**src/rtl/ssd_pkg.sv**
```systemverilog
// Shared definitions for the seven-segment scan controller: segment codes,
// hex decode and BCD sizing.
package ssd_pkg;

    // {Ca..Cg}, active low
    localparam logic [6:0] SEG_0   = 7'b0000001;
    localparam logic [6:0] SEG_1   = 7'b1001111;
    localparam logic [6:0] SEG_2   = 7'b0010010;
    localparam logic [6:0] SEG_3   = 7'b0000110;
    localparam logic [6:0] SEG_4   = 7'b1001100;
    localparam logic [6:0] SEG_5   = 7'b0100100;
    localparam logic [6:0] SEG_6   = 7'b0100000;
    localparam logic [6:0] SEG_7   = 7'b0001111;
    localparam logic [6:0] SEG_8   = 7'b0000000;
    localparam logic [6:0] SEG_9   = 7'b0000100;
    localparam logic [6:0] SEG_A   = 7'b0001000;
    localparam logic [6:0] SEG_B   = 7'b1100000;
    localparam logic [6:0] SEG_C   = 7'b0110001;
    localparam logic [6:0] SEG_D   = 7'b1000010;
    localparam logic [6:0] SEG_E   = 7'b0110000;
    localparam logic [6:0] SEG_F   = 7'b0111000;
    localparam logic [6:0] SEG_OFF = 7'h7F;

    typedef enum logic [1:0] {
        B2B_IDLE,
        B2B_SHIFT,
        B2B_DONE
    } b2b_state_t;

    function automatic logic [6:0] hex_to_seg(input logic [3:0] nibble);
        logic [6:0] seg;
        case (nibble)
            4'h0:    seg = SEG_0;
            4'h1:    seg = SEG_1;
            4'h2:    seg = SEG_2;
            4'h3:    seg = SEG_3;
            4'h4:    seg = SEG_4;
            4'h5:    seg = SEG_5;
            4'h6:    seg = SEG_6;
            4'h7:    seg = SEG_7;
            4'h8:    seg = SEG_8;
            4'h9:    seg = SEG_9;
            4'hA:    seg = SEG_A;
            4'hB:    seg = SEG_B;
            4'hC:    seg = SEG_C;
            4'hD:    seg = SEG_D;
            4'hE:    seg = SEG_E;
            default: seg = SEG_F;
        endcase
        return seg;
    endfunction

    // ceil(bin_width * 1.21 / 4) in integer arithmetic
    function automatic int unsigned bcd_digits(input int unsigned bin_width);
        return (bin_width * 121 + 399) / 400;
    endfunction

endpackage

```
**src/rtl/ssd_scan_ctrl_bin2bcd.sv**
```systemverilog
// Sequential double-dabble converter, one binary bit per clock; bcd holds
// the result during the single DONE cycle.
module bin2bcd_seq
    import ssd_pkg::*;
#(
    parameter int unsigned BIN_WIDTH = 16
) (
    input  logic                                 board_clk,
    input  logic                                 Reset,
    input  logic                                 start,
    input  logic [BIN_WIDTH-1:0]                 bin,
    output logic                                 busy,
    output logic                                 done,
    output logic [4*bcd_digits(BIN_WIDTH)-1:0]   bcd
);

    localparam int unsigned BCD_DIGITS = bcd_digits(BIN_WIDTH);
    localparam int unsigned BCD_W      = 4 * BCD_DIGITS;
    localparam int unsigned CNT_W      = $clog2(BIN_WIDTH);

    b2b_state_t           state_q, state_d;
    logic [BIN_WIDTH-1:0] bin_q;
    logic [BCD_W-1:0]     bcd_q, bcd_adj;
    logic [CNT_W-1:0]     cnt_q;
    logic                 last_iter;

    assign last_iter = (cnt_q == CNT_W'(BIN_WIDTH - 1));

    always_ff @(posedge board_clk or posedge Reset) begin
        if (Reset) state_q <= B2B_IDLE;
        else       state_q <= state_d;
    end

    // DONE accepts a new start so back-to-back loads are not lost
    always_comb begin
        state_d = state_q;
        busy    = 1'b0;
        done    = 1'b0;
        case (state_q)
            B2B_IDLE: begin
                if (start) state_d = B2B_SHIFT;
            end
            B2B_SHIFT: begin
                busy = 1'b1;
                if (last_iter) state_d = B2B_DONE;
            end
            B2B_DONE: begin
                done    = 1'b1;
                state_d = start ? B2B_SHIFT : B2B_IDLE;
            end
            default: state_d = B2B_IDLE;
        endcase
    end

    always_comb begin
        bcd_adj = bcd_q;
        for (int unsigned i = 0; i < BCD_DIGITS; i++) begin
            if (bcd_q[4*i +: 4] >= 4'd5) bcd_adj[4*i +: 4] = bcd_q[4*i +: 4] + 4'd3;
        end
    end

    always_ff @(posedge board_clk or posedge Reset) begin
        if (Reset) begin
            bin_q <= '0;
            bcd_q <= '0;
            cnt_q <= '0;
        end else if (state_q == B2B_SHIFT) begin
            bcd_q <= {bcd_adj[BCD_W-2:0], bin_q[BIN_WIDTH-1]};
            bin_q <= {bin_q[BIN_WIDTH-2:0], 1'b0};
            cnt_q <= cnt_q + 1'b1;
        end else if (start) begin
            bin_q <= bin;
            bcd_q <= '0;
            cnt_q <= '0;
        end
    end

    assign bcd = bcd_q;

endmodule

```
**src/rtl/ssd_scan_ctrl.sv**
```systemverilog
// N-digit seven-segment scan controller: load arbitration, display register,
// digit prescaler/index and registered anode/cathode drive.
module ssd_scan_ctrl
    import ssd_pkg::*;
#(
    parameter int unsigned NUM_DIGITS    = 8,
    parameter int unsigned BIN_WIDTH     = 16,
    parameter int unsigned SCAN_DIV_BITS = 18
) (
    input  logic                    board_clk,
    input  logic                    Reset,
    input  logic                    load,
    input  logic                    mode,
    input  logic [BIN_WIDTH-1:0]    bin_value,
    input  logic [4*NUM_DIGITS-1:0] hex_value,
    input  logic [NUM_DIGITS-1:0]   dp_mask,
    input  logic [NUM_DIGITS-1:0]   digit_en,
    input  logic                    blank_lz,
    output logic                    busy,
    output logic                    ovf,
    output logic [NUM_DIGITS-1:0]   An,
    output logic [7:0]              Cathodes
);

    localparam int unsigned BCD_DIGITS = bcd_digits(BIN_WIDTH);
    localparam int unsigned EXT_DIGITS = (BCD_DIGITS > NUM_DIGITS) ? BCD_DIGITS : NUM_DIGITS;
    localparam int unsigned IDX_W      = $clog2(NUM_DIGITS);

    logic                      conv_busy, conv_done, accept;
    logic [4*BCD_DIGITS-1:0]   bcd;
    logic [4*EXT_DIGITS-1:0]   bcd_ext;
    logic                      bcd_ovf;
    logic [4*NUM_DIGITS-1:0]   disp_q;
    logic                      ovf_q;
    logic [SCAN_DIV_BITS-1:0]  presc_q;
    logic [IDX_W-1:0]          idx_q;
    logic [NUM_DIGITS-1:0]     nz_from;
    logic                      nz_run;
    logic [3:0]                cur_nib;
    logic                      cur_en, cur_dp, cur_nz, dark;
    logic [NUM_DIGITS-1:0]     an_next;
    logic [7:0]                cath_next;

    assign accept = load & ~conv_busy;

    bin2bcd_seq #(
        .BIN_WIDTH (BIN_WIDTH)
    ) u_bin2bcd (
        .board_clk (board_clk),
        .Reset     (Reset),
        .start     (accept & ~mode),
        .bin       (bin_value),
        .busy      (conv_busy),
        .done      (conv_done),
        .bcd       (bcd)
    );

    // Zero-extend so the split into shown/overflow digits works whether the
    // converter is wider or narrower than the display.
    always_comb begin
        bcd_ext                   = '0;
        bcd_ext[4*BCD_DIGITS-1:0] = bcd;
        bcd_ovf                   = |(bcd_ext >> (4 * NUM_DIGITS));
    end

    always_ff @(posedge board_clk or posedge Reset) begin
        if (Reset) begin
            disp_q <= '0;
            ovf_q  <= 1'b0;
        end else if (accept && mode) begin
            disp_q <= hex_value;
            ovf_q  <= 1'b0;
        end else if (conv_done) begin
            disp_q <= bcd_ext[4*NUM_DIGITS-1:0];
            ovf_q  <= bcd_ovf;
        end
    end

    always_ff @(posedge board_clk or posedge Reset) begin
        if (Reset) begin
            presc_q <= '0;
            idx_q   <= '0;
        end else begin
            presc_q <= presc_q + 1'b1;
            if (&presc_q) begin
                idx_q <= (idx_q == IDX_W'(NUM_DIGITS - 1)) ? '0 : idx_q + 1'b1;
            end
        end
    end

    // nz_from[i]: some digit at position i or above is nonzero
    always_comb begin
        nz_from = '0;
        nz_run  = 1'b0;
        for (int unsigned k = 0; k < NUM_DIGITS; k++) begin
            nz_run                     = nz_run | (|disp_q[4*(NUM_DIGITS-1-k) +: 4]);
            nz_from[NUM_DIGITS-1-k]    = nz_run;
        end
    end

    always_comb begin
        cur_nib = '0;
        cur_en  = 1'b0;
        cur_dp  = 1'b0;
        cur_nz  = 1'b0;
        an_next = '1;
        for (int unsigned i = 0; i < NUM_DIGITS; i++) begin
            if (idx_q == IDX_W'(i)) begin
                cur_nib = disp_q[4*i +: 4];
                cur_en  = digit_en[i];
                cur_dp  = dp_mask[i];
                cur_nz  = nz_from[i];
            end
        end
        dark = ~cur_en | (blank_lz & (idx_q != '0) & ~cur_nz);
        for (int unsigned i = 0; i < NUM_DIGITS; i++) begin
            if (idx_q == IDX_W'(i)) an_next[i] = dark;
        end
        cath_next = dark ? 8'hFF : {hex_to_seg(cur_nib), ~cur_dp};
    end

    always_ff @(posedge board_clk or posedge Reset) begin
        if (Reset) begin
            An       <= '1;
            Cathodes <= 8'hFF;
        end else begin
            An       <= an_next;
            Cathodes <= cath_next;
        end
    end

    assign busy = conv_busy;
    assign ovf  = ovf_q;

endmodule
```
**config.mk**
```make
export PLATFORM = sky130hd
export DESIGN_NAME = ssd_scan_ctrl
export DESIGN_NICKNAME = d
export VERILOG_FILES = /design/src/rtl/ssd_pkg.sv /design/src/rtl/ssd_scan_ctrl_bin2bcd.sv /design/src/rtl/ssd_scan_ctrl.sv
export SDC_FILE = /design/constraint.sdc
export NUM_CORES = 1
export LEC_CHECK = 0
export CORE_ASPECT_RATIO = 1.75
export CORE_UTILIZATION = 60
export CTS_BUF_LIST = sky130_fd_sc_hd__clkbuf_8
export CTS_CLUSTER_SIZE = 24
export DETAILED_ROUTE_END_ITERATION = 10
export HOLD_SLACK_MARGIN = 0.03
export PLACE_DENSITY = 0.95
export SLEW_MARGIN = 20
export SYNTH_ARGS = -nofsm -noshare
export SYNTH_HDL_FRONTEND = slang
export SYNTH_SLANG_ARGS = --single-unit
```
**constraint.sdc**
```tcl
create_clock -name board_clk -period 7 [get_ports board_clk]
set_clock_uncertainty 0.15 [all_clocks]
set_input_delay 1.75 -clock board_clk [delete_from_list [all_inputs] [get_ports board_clk]]
set_output_delay 1.75 -clock board_clk [all_outputs]
set_load 0.01 [all_outputs]
```
* Word level (Yosys, flattened, before mapping)
Memory sizes are Yosys's and may differ from the RTL's.
Cells that the tools add are included.
Widths: inputs -> output; s select.
** Storage, ports and cells
- Register bits after elaboration :: 112
- Latch bits :: 0
- Bits in writable memories :: 0
- Memory bits (read-only) :: 112
- Input bits :: 69
- Logic and storage cells :: 132
- Memories :: 1
** Memory list
- (name not given) :: words 16, width 7, rd ports 1, clocked after memory_dff 0, wr ports 0, line ssd_pkg.sv:32 : case (nibble)
** Cells by class
- Add/sub/neg operators :: 8
- Multiply operators :: 0
- Div/mod/pow operators :: 0
- $lt $le $gt $ge :: 5
- Eq/ne operators :: 12
- Shift-type cells :: 0
- Muxes and demuxes :: 63
- Bitwise logic cells :: 17
- Reduce and logical (&&, ||, !) cells :: 16
** Operators with widths (number)
- $mux 32 :: 2
- $mux 4 :: 14
- $mux 20 :: 2
- $mux 1 :: 37
- $mux 16 :: 2
- $reduce_or 4->1 :: 8
- $ge 4x3->1 const B :: 5
- $add 18x1->18 const B :: 1
- $reduce_and 18->1 :: 1
- $add 4x2->4 const B :: 4
- $eq 3x3->1 const B :: 4
- $mux 8 :: 1
- $or 1x1->1 :: 8
- $eq 3x2->1 const B :: 2
- $mux 3 :: 2
- $pmux 2 s3 :: 1
- $not 1->1 :: 5
- $add 4x1->4 const B :: 1
- $and 1x1->1 :: 4
- $eq 4x4->1 const B :: 1
- $mux 2 :: 2
- $ne 2x1->1 const B :: 2
- $reduce_bool 2->1 :: 2
- $add 3x1->3 const B :: 1
- other kinds (9) :: 9

* Depth between registers and ports, before layout
Gate-level depths: netlist of the first run.
- Depth after elaboration :: 20
- Gate-level depth with buffers :: 14
- Mapped depth without buffers :: 12

* Cells and area by module
Synthesis of the first run repeated with hierarchy kept, for this count alone.
** Second synthesis, totals
- Cells, all modules :: 643
- Area, all modules :: 6324.8 sq um
** By module, submodules not included
- ssd_scan_ctrl :: instances 1, cells an instance 400, area an instance 3902.5 sq um, seq. area each 1746.7 sq um
- bin2bcd_seq :: instances 1, cells an instance 243, area an instance 2422.3 sq um, seq. area each 1051.0 sq um

* Worst setup path after synthesis of the first run
OpenSTA, ideal clock, no wires.
- Path kind :: input to register
- Start point :: input blank_lz
- End point :: register Cathodes[5]
- Library setup time :: 0.085 ns
- Data arrival time :: 2.985 ns
- Setup slack :: 3.780 ns
- Stages :: 6
- Buffers on the path :: 1
- Cell sequence :: or4b_1 a211o_1 and4b_1 a211oi_2 buf_4 o221ai_1
** Between the ends
- Word-level cells in the longest chain between the ends :: 4
** Ends and longest elaborated chain
- start, declared :: line ssd_scan_ctrl.sv:18 : input logic blank_lz,
- $and 1x1->1 (2 in series) :: line ssd_scan_ctrl.sv:115 : dark = ~cur_en | (blank_lz & (idx_q != '0) & ~cur_nz);
- $or 1x1->1 :: line ssd_scan_ctrl.sv:115
- $mux 8 :: line ssd_scan_ctrl.sv:119 : cath_next = dark ? 8'hFF : {hex_to_seg(cur_nib), ~cur_dp};
- via cath_next[5] :: line ssd_scan_ctrl.sv:42 : logic [7:0] cath_next;
- end signal, assigned :: line ssd_scan_ctrl.sv:128 : Cathodes <= cath_next;
- end, declared :: line ssd_scan_ctrl.sv:22 : output logic [7:0] Cathodes
The timed path passes the listed nets, and every way through them passes these cells.
A chain may end at the register's enable or synchronous reset.

* Final worst setup path of the first run
- Start point :: register u_bin2bcd.state_q[1]
- End point :: output busy
** Between the ends
- Word-level cells in the longest chain between the ends :: 2
** Ends and longest elaborated chain
- start, declared :: line ssd_scan_ctrl_bin2bcd.sv:21 : b2b_state_t state_q, state_d;
- start signal, assigned :: line ssd_scan_ctrl_bin2bcd.sv:31 : else state_q <= state_d;
- $eq 2x1->1 :: line ssd_scan_ctrl_bin2bcd.sv:39 : case (state_q)
- $mux 1 :: line ssd_scan_ctrl_bin2bcd.sv:39
- end, declared :: line ssd_scan_ctrl.sv:19 : output logic busy,
Every way passes these cells.

==> impl_metrics.py, run 1 <==
metrics = {
    "global_route": {
        "grt_first_pass_wirelength_um": 23470,
        "antenna_found_initial": 0,
        "grt_max_degree": 65,
        "grt_pass1_vias": 5184,
        "grt_remaining_overflow": 0,
        "grt_usage_pct": 29.21,
    },
    "die": {
        "die_h_um": 133.5,
        "design.die.area_um2": 10290,
        "initial_utilization_pct": 62.19,
        "fp.coreArea_um2": 9527,
        "dieWidth_um": 77.12,
        "num_rows": 47,
        "top_level_ports": 87,
    },
    "placement": {
        "dp_slack_ns": 2.958,
        "io_buffers": 85,
        "dpl-instance-area_um2": 6780,
        "dp_cells": 809,
        "place.gp.congestion": 0.9456,
        "dp_hpwl_um": 10330,
    },
    "sta": {
        "fin_tns_setup_ns": 0,
        "hold_viol": 0,
        "report.final.slew_viol_count": 0,
        "timing.hold.ws_ns": 0.3088,
        "fmax_mhz": 236.2,
        "tightest_slew_ns": 1.040,
        "fin_crit_sh_pct": 60.48,
        "setup_ws_ns": 2.766,
        "rsz0062_at_grt": "false",
        "slew_headroom_pct": 30.63,
        "setup_violations": 0,
        "period_needed_ns": 4.234,
    },
    "logic_synthesis": {
        "synth_top_area_share_pct": 40.13,
        "synthTopCellsByArea": "dfrtp_1 (40%), dfstp_2 (7.1%), nand2_1 (7.0%), ha_1 (5.1%), o21ai_0 (4.4%)",
        "synth_area_leader_cell": "dfrtp_1",
        "synth_edf_count": 0,
        "synth_area_um2": 5924,
        "yosysUniqueCellTypes": 61,
        "synth_seq_cells": 111,
        "syn_area_per_cell_um2": 9.330,
        "seq_area_frac_synth_pct": 47.22,
        "ys_warn_count": 0,
        "synthArstFlopShare_pct": 100.0,
        "synth-main-ff-cell": "dfrtp_1",
        "synth_nets": 728,
        "postSynthCellCount": 635,
    },
    "clock_network": {
        "cts_resized": 0,
        "cts-root-buf": "clkbuf_8",
        "cts.htree.levels": 3,
        "path_clk_slew_ns": 0.09,
        "cts_made_buffers": 9,
        "postCtsSetupRepairBufs": 0,
        "cts_tree": "built",
        "postCtsHoldBufs": 0,
        "worstSkewPairLatency_ns": 0.39,
        "cts_sinks": 111,
        "cts_buffer_depth": 2,
    },
    "worst_setup_path": {
        "rrSetupSlack_ns": 2.93,
        "cp.required_ns": 5.10,
        "crit_arrival_ns": 2.33,
        "cp_max_fo": 56,
        "crit_type": "flop to output port",
        "endpoint_kind": "output port",
        "start_kind": "flop",
    },
    "worst_hold_path": {
        "hold_class": "flop to flop",
    },
    "flow_run": {
        "cap_viol_max_count": 0,
    },
    "layout": {
        "fin_util_pct": 73.55,
        "layout-drive-gt1-share_pct": 6.970,
        "multi_input_area_um2": 2834,
        "layout_commonest_cell": "nand2_1",
        "antenna_cells": 0,
        "layout_common_cells": "nand2_1 (111), dfrtp_1 (95), clkdlybuf4s50_1 (85)",
        "regArea_um2": 2798,
        "final_cells": 825,
        "area_delta_synth_final_pct": 18.27,
        "fill_cells": 670,
        "nets": 791,
        "finalInstanceArea_um2": 7007,
    },
    "detailed_routing": {
        "drt_iter0_markers": 378,
        "num_vias": 5107,
        "vias_per_cell": 6.190,
        "wl_per_cell_um": 17.52,
        "drc_errors": 0,
        "ant_nets": 0,
        "drt-total-wl_um": 14450,
        "firstDrtPassIters": 6,
    },
    "run_status": {
        "status": "finished, final reports clean",
    },
    "pwr": {
        "power_mw": 2.404,
        "irDropWorstVdd_v": 0.0002450,
        "powerDensity_nw_per_um2": 343.2,
        "p_leak_nw": 2.918,
    },
}
-- final timing paths --
| kind | startpoint | endpoint | depth (start not counted) |
|---|---|---|---|
| min in group asynchronous | Reset | disp_q[7] | 2 |
| worst min register to register | presc_q[0] | presc_q[0] | 1 |
| worst min-delay path | presc_q[0] | presc_q[0] | 1 |
| worst max register to register | idx_q[2] | Cathodes[3] | 12 |
| max in group asynchronous | Reset | presc_q[3] | 3 |
| worst max-delay path | u_bin2bcd.state_q[1] | busy | 4 |
-- final cells by class --
cell class              instances  area share [%]
multi-input cells             458           40.45
clock inverters                 5           1.071
repair buffers                 90           12.68
well taps                     122           2.179
clock buffers                  11           2.161
flip-flops and latches        111           39.93
inverters                      28           1.536
-- cells by family after synthesis --
group | after synthesis | synth area share [%]
xor gates and xnor gates | 22 | 3.252
adders and majority gates | 24 | 5.069
other | 1 | 0.06330
muxes | 23 | 3.907
DFF | 111 | 47.22
buffers and inverters | 66 | 5.005
and+or+nand+nor | 220 | 17.32
AOI/OAI and AO/OA | 168 | 18.16
-- state kept, by name, summed over array words and instances, names as in the netlist --
name,count
An,8
Cathodes,8
presc_q,18
u_bin2bcd.bin_q,16
u_bin2bcd.cnt_q,4
idx_q,3
disp_q,32
u_bin2bcd.state_q,2
u_bin2bcd.bcd,20
-- worst max-delay path: stages, from the launching register on --
cell and delay (ns):
dfrtp_1 0.40, nand2b_1 0.14, buf_4 0.28, inv_1 0.49, clkdlybuf4s50_1 0.64
-- per-layer routing --
metal / vias to the layer above / GRT usage (%) / wire length [µm]
li1: 2347 / - / -
met1: 2463 / 30.43 / 5252
met2: 234 / 53.27 / 7651
met3: 63 / 5.205 / 771
met4: 0 / 18.45 / 775
met5: - / 0 / 0
-- where the power goes --
part	switching, mW	total, mW	internal, mW
sequential	0.201	1.08	0.875
combinational	0.505	0.895	0.390
clock	0.214	0.433	0.219
total	0.920	2.40	1.48
-- cells in the mapped netlist (6+ instances only) --
cell type  number
nor2b_1        10
dfrtp_1        95
nor2_1         34
xnor2_1        16
xor2_1          6
o221ai_1        7
o31ai_1         7
nor3b_1         6
nor4_1          6
nand2b_1        9
inv_1          27
ha_1           24
clkbuf_1       21
a21oi_1        36
mux2i_1        22
nand3_1        11
buf_2           6
nand3b_1        6
nand2_1       111
o21ai_0        52
a31oi_1        20
dfstp_2        16
and2_1          7
o22ai_1        11
Note: power is estimated with default switching activity, not from simulation.
==> run 2, diff against run 1 <==
- CORE_UTILIZATION: 60 -> 57
- PLACE_DENSITY: 0.95 -> 0.93
- clock period: 7 -> 4.2 ns (I/O delays scaled with it)
==> run 2 against run 1 <==
Cell count rose by 0.85%. Sequential share of layout area fell by 0.16 points. Non-clock buffer count rose by 4. Critical path type is now flop to flop.
==> impl_metrics.py, run 2 (synthesis gave the netlist of run 1 again) <==
metrics = {
    "worst_setup_path": {
        "crit_arrival_ns": 3.77,
        "cp.required_ns": 4.35,
        "start_kind": "flop",
        "endpoint_kind": "flop",
        "crit_type": "flop to flop",
        "reg2reg_depth": 12,
        "cp_max_fo": 19,
    },
    "die": {
        "dieWidth_um": 79.07,
        "design.die.area_um2": 10820,
        "fp.coreArea_um2": 9970,
        "die_h_um": 136.9,
        "initial_utilization_pct": 59.43,
        "top_level_ports": 87,
        "num_rows": 48,
    },
    "global_route": {
        "antenna_found_initial": 0,
        "grt_usage_pct": 28.59,
        "grt_max_degree": 65,
        "grt_first_pass_wirelength_um": 24000,
        "grt_pass1_vias": 5265,
        "grt_remaining_overflow": 0,
    },
    "detailed_routing": {
        "vias_per_cell": 6.167,
        "drt-total-wl_um": 14410,
        "firstDrtPassIters": 5,
        "drt_iter0_markers": 405,
        "wl_per_cell_um": 17.32,
        "ant_nets": 0,
        "drc_errors": 0,
        "num_vias": 5131,
    },
    "clock_network": {
        "worstSkewPairLatency_ns": 0.38,
        "cts_sinks": 111,
        "cts_buffer_depth": 2,
        "cts_tree": "built",
        "cts_resized": 0,
        "postCtsSetupRepairBufs": 0,
        "cts.htree.levels": 3,
        "path_clk_slew_ns": 0.10,
        "cts_made_buffers": 9,
        "postCtsHoldBufs": 0,
        "cts-root-buf": "clkbuf_8",
    },
    "sta": {
        "fin_tns_setup_ns": 0,
        "tightest_slew_ns": 0.9303,
        "hold_viol": 0,
        "rsz0062_at_grt": "false",
        "period_needed_ns": 3.618,
        "report.final.slew_viol_count": 0,
        "fin_crit_sh_pct": 86.13,
        "setup_violations": 0,
        "slew_headroom_pct": 36.37,
        "fmax_mhz": 276.4,
    },
    "placement": {
        "dp_cells": 816,
        "io_buffers": 85,
        "place.gp.congestion": 0.8925,
        "dp_hpwl_um": 10390,
        "dpl-instance-area_um2": 6832,
    },
    "layout": {
        "antenna_cells": 0,
        "final_cells": 832,
        "nets": 795,
        "largest_reg_flops": 32,
        "layout_common_cells": "nand2_1 (111), dfrtp_1 (95), clkdlybuf4s50_1 (85)",
        "layout-drive-gt1-share_pct": 7.779,
        "fill_cells": 735,
        "largest_register": "disp_q",
        "area_delta_synth_final_pct": 18.75,
        "layout_commonest_cell": "nand2_1",
        "finalInstanceArea_um2": 7036,
    },
    "pwr": {
        "irDropWorstVdd_v": 0.0004359,
        "p_leak_nw": 2.931,
        "powerDensity_nw_per_um2": 564.5,
    },
    "run_status": {
        "status": "finished, final reports clean",
    },
    "worst_hold_path": {
        "hold_class": "flop to flop",
        "min_path_cells": 1,
    },
    "flow_run": {
        "cap_viol_max_count": 0,
    },
}
-- run 2: cell count changes in the layout (fill, tap and decap cells not counted) --
cell,delta
nor2b_2,-1
inv_1,-2
clkbuf_8,-1
clkinv_2,+2
buf_4,+3
clkinv_4,+1
clkinvlp_4,-1
nor2b_4,+1
inv_6,+2
buf_12,+1
bufinv_16,-1
-- run 2: report_power, final --
part	total [mW]	internal (mW)	switching (mW)
sequential	1.79	1.46	0.336
clock	0.670	0.296	0.374
combinational	1.51	0.659	0.848
-- run 2: worst paths after layout --
check,start,endpoint,slack [ns]
worst max-delay path,idx_q[2],Cathodes[3],0.58
worst min-delay path,presc_q[14],presc_q[14],0.32
worst max register to register,idx_q[2],Cathodes[3],0.58
worst min register to register,presc_q[14],presc_q[14],0.32
max in group asynchronous,Reset,An[7],2.14
min in group asynchronous,Reset,presc_q[0],0.95
-- run 2: cell type report --
cell class / instances / area, µm² / area share (%)
multi-input cells: 458 / 2839 / 40.35
flip-flops and latches: 111 / 2798 / 39.77
repair buffers: 94 / 930.9 / 13.23
well taps: 125 / 156.4 / 2.223
clock buffers: 10 / 137.6 / 1.956
inverters: 28 / 107.6 / 1.529
clock inverters: 6 / 66.31 / 0.9426
-- run 2: metal layers --
layer / global-route usage [%] / routed length (µm) / vias to the layer above
li1: - / - / 2357
met1: 30.35 / 5281 / 2508
met2: 51.29 / 7684 / 211
met3: 5.933 / 771 / 55
met4: 16.77 / 673 / 0
met5: 0 / 0 / -
-- run 2: metrics by stage --
stage	total power [mW]	hold slack (ns)	setup slack [ns]	util, %
after floorplan	2.764	0.2724	0.09582	-
after global placement	3.148	0.2845	0.9083	68.47
after detailed placement	3.282	0.2994	0.7261	68.52
after CTS	3.964	0.3153	0.7253	70.57
after global routing	4.224	0.3562	0.2898	70.57
final	3.972	0.3159	0.5824	70.57
-- run 2: worst max-delay path, stage by stage (launching register included) --
cell and delay (ns):
dfrtp_1 0.70, clkinv_1 0.42, ha_1 0.34, or2_2 0.29
a221oi_1 0.24, o22ai_1 0.12, a21oi_1 0.44, inv_1 0.17
ha_1 0.25, inv_1 0.10, a21oi_1 0.05, a21oi_1 0.13
o221ai_1 0.14
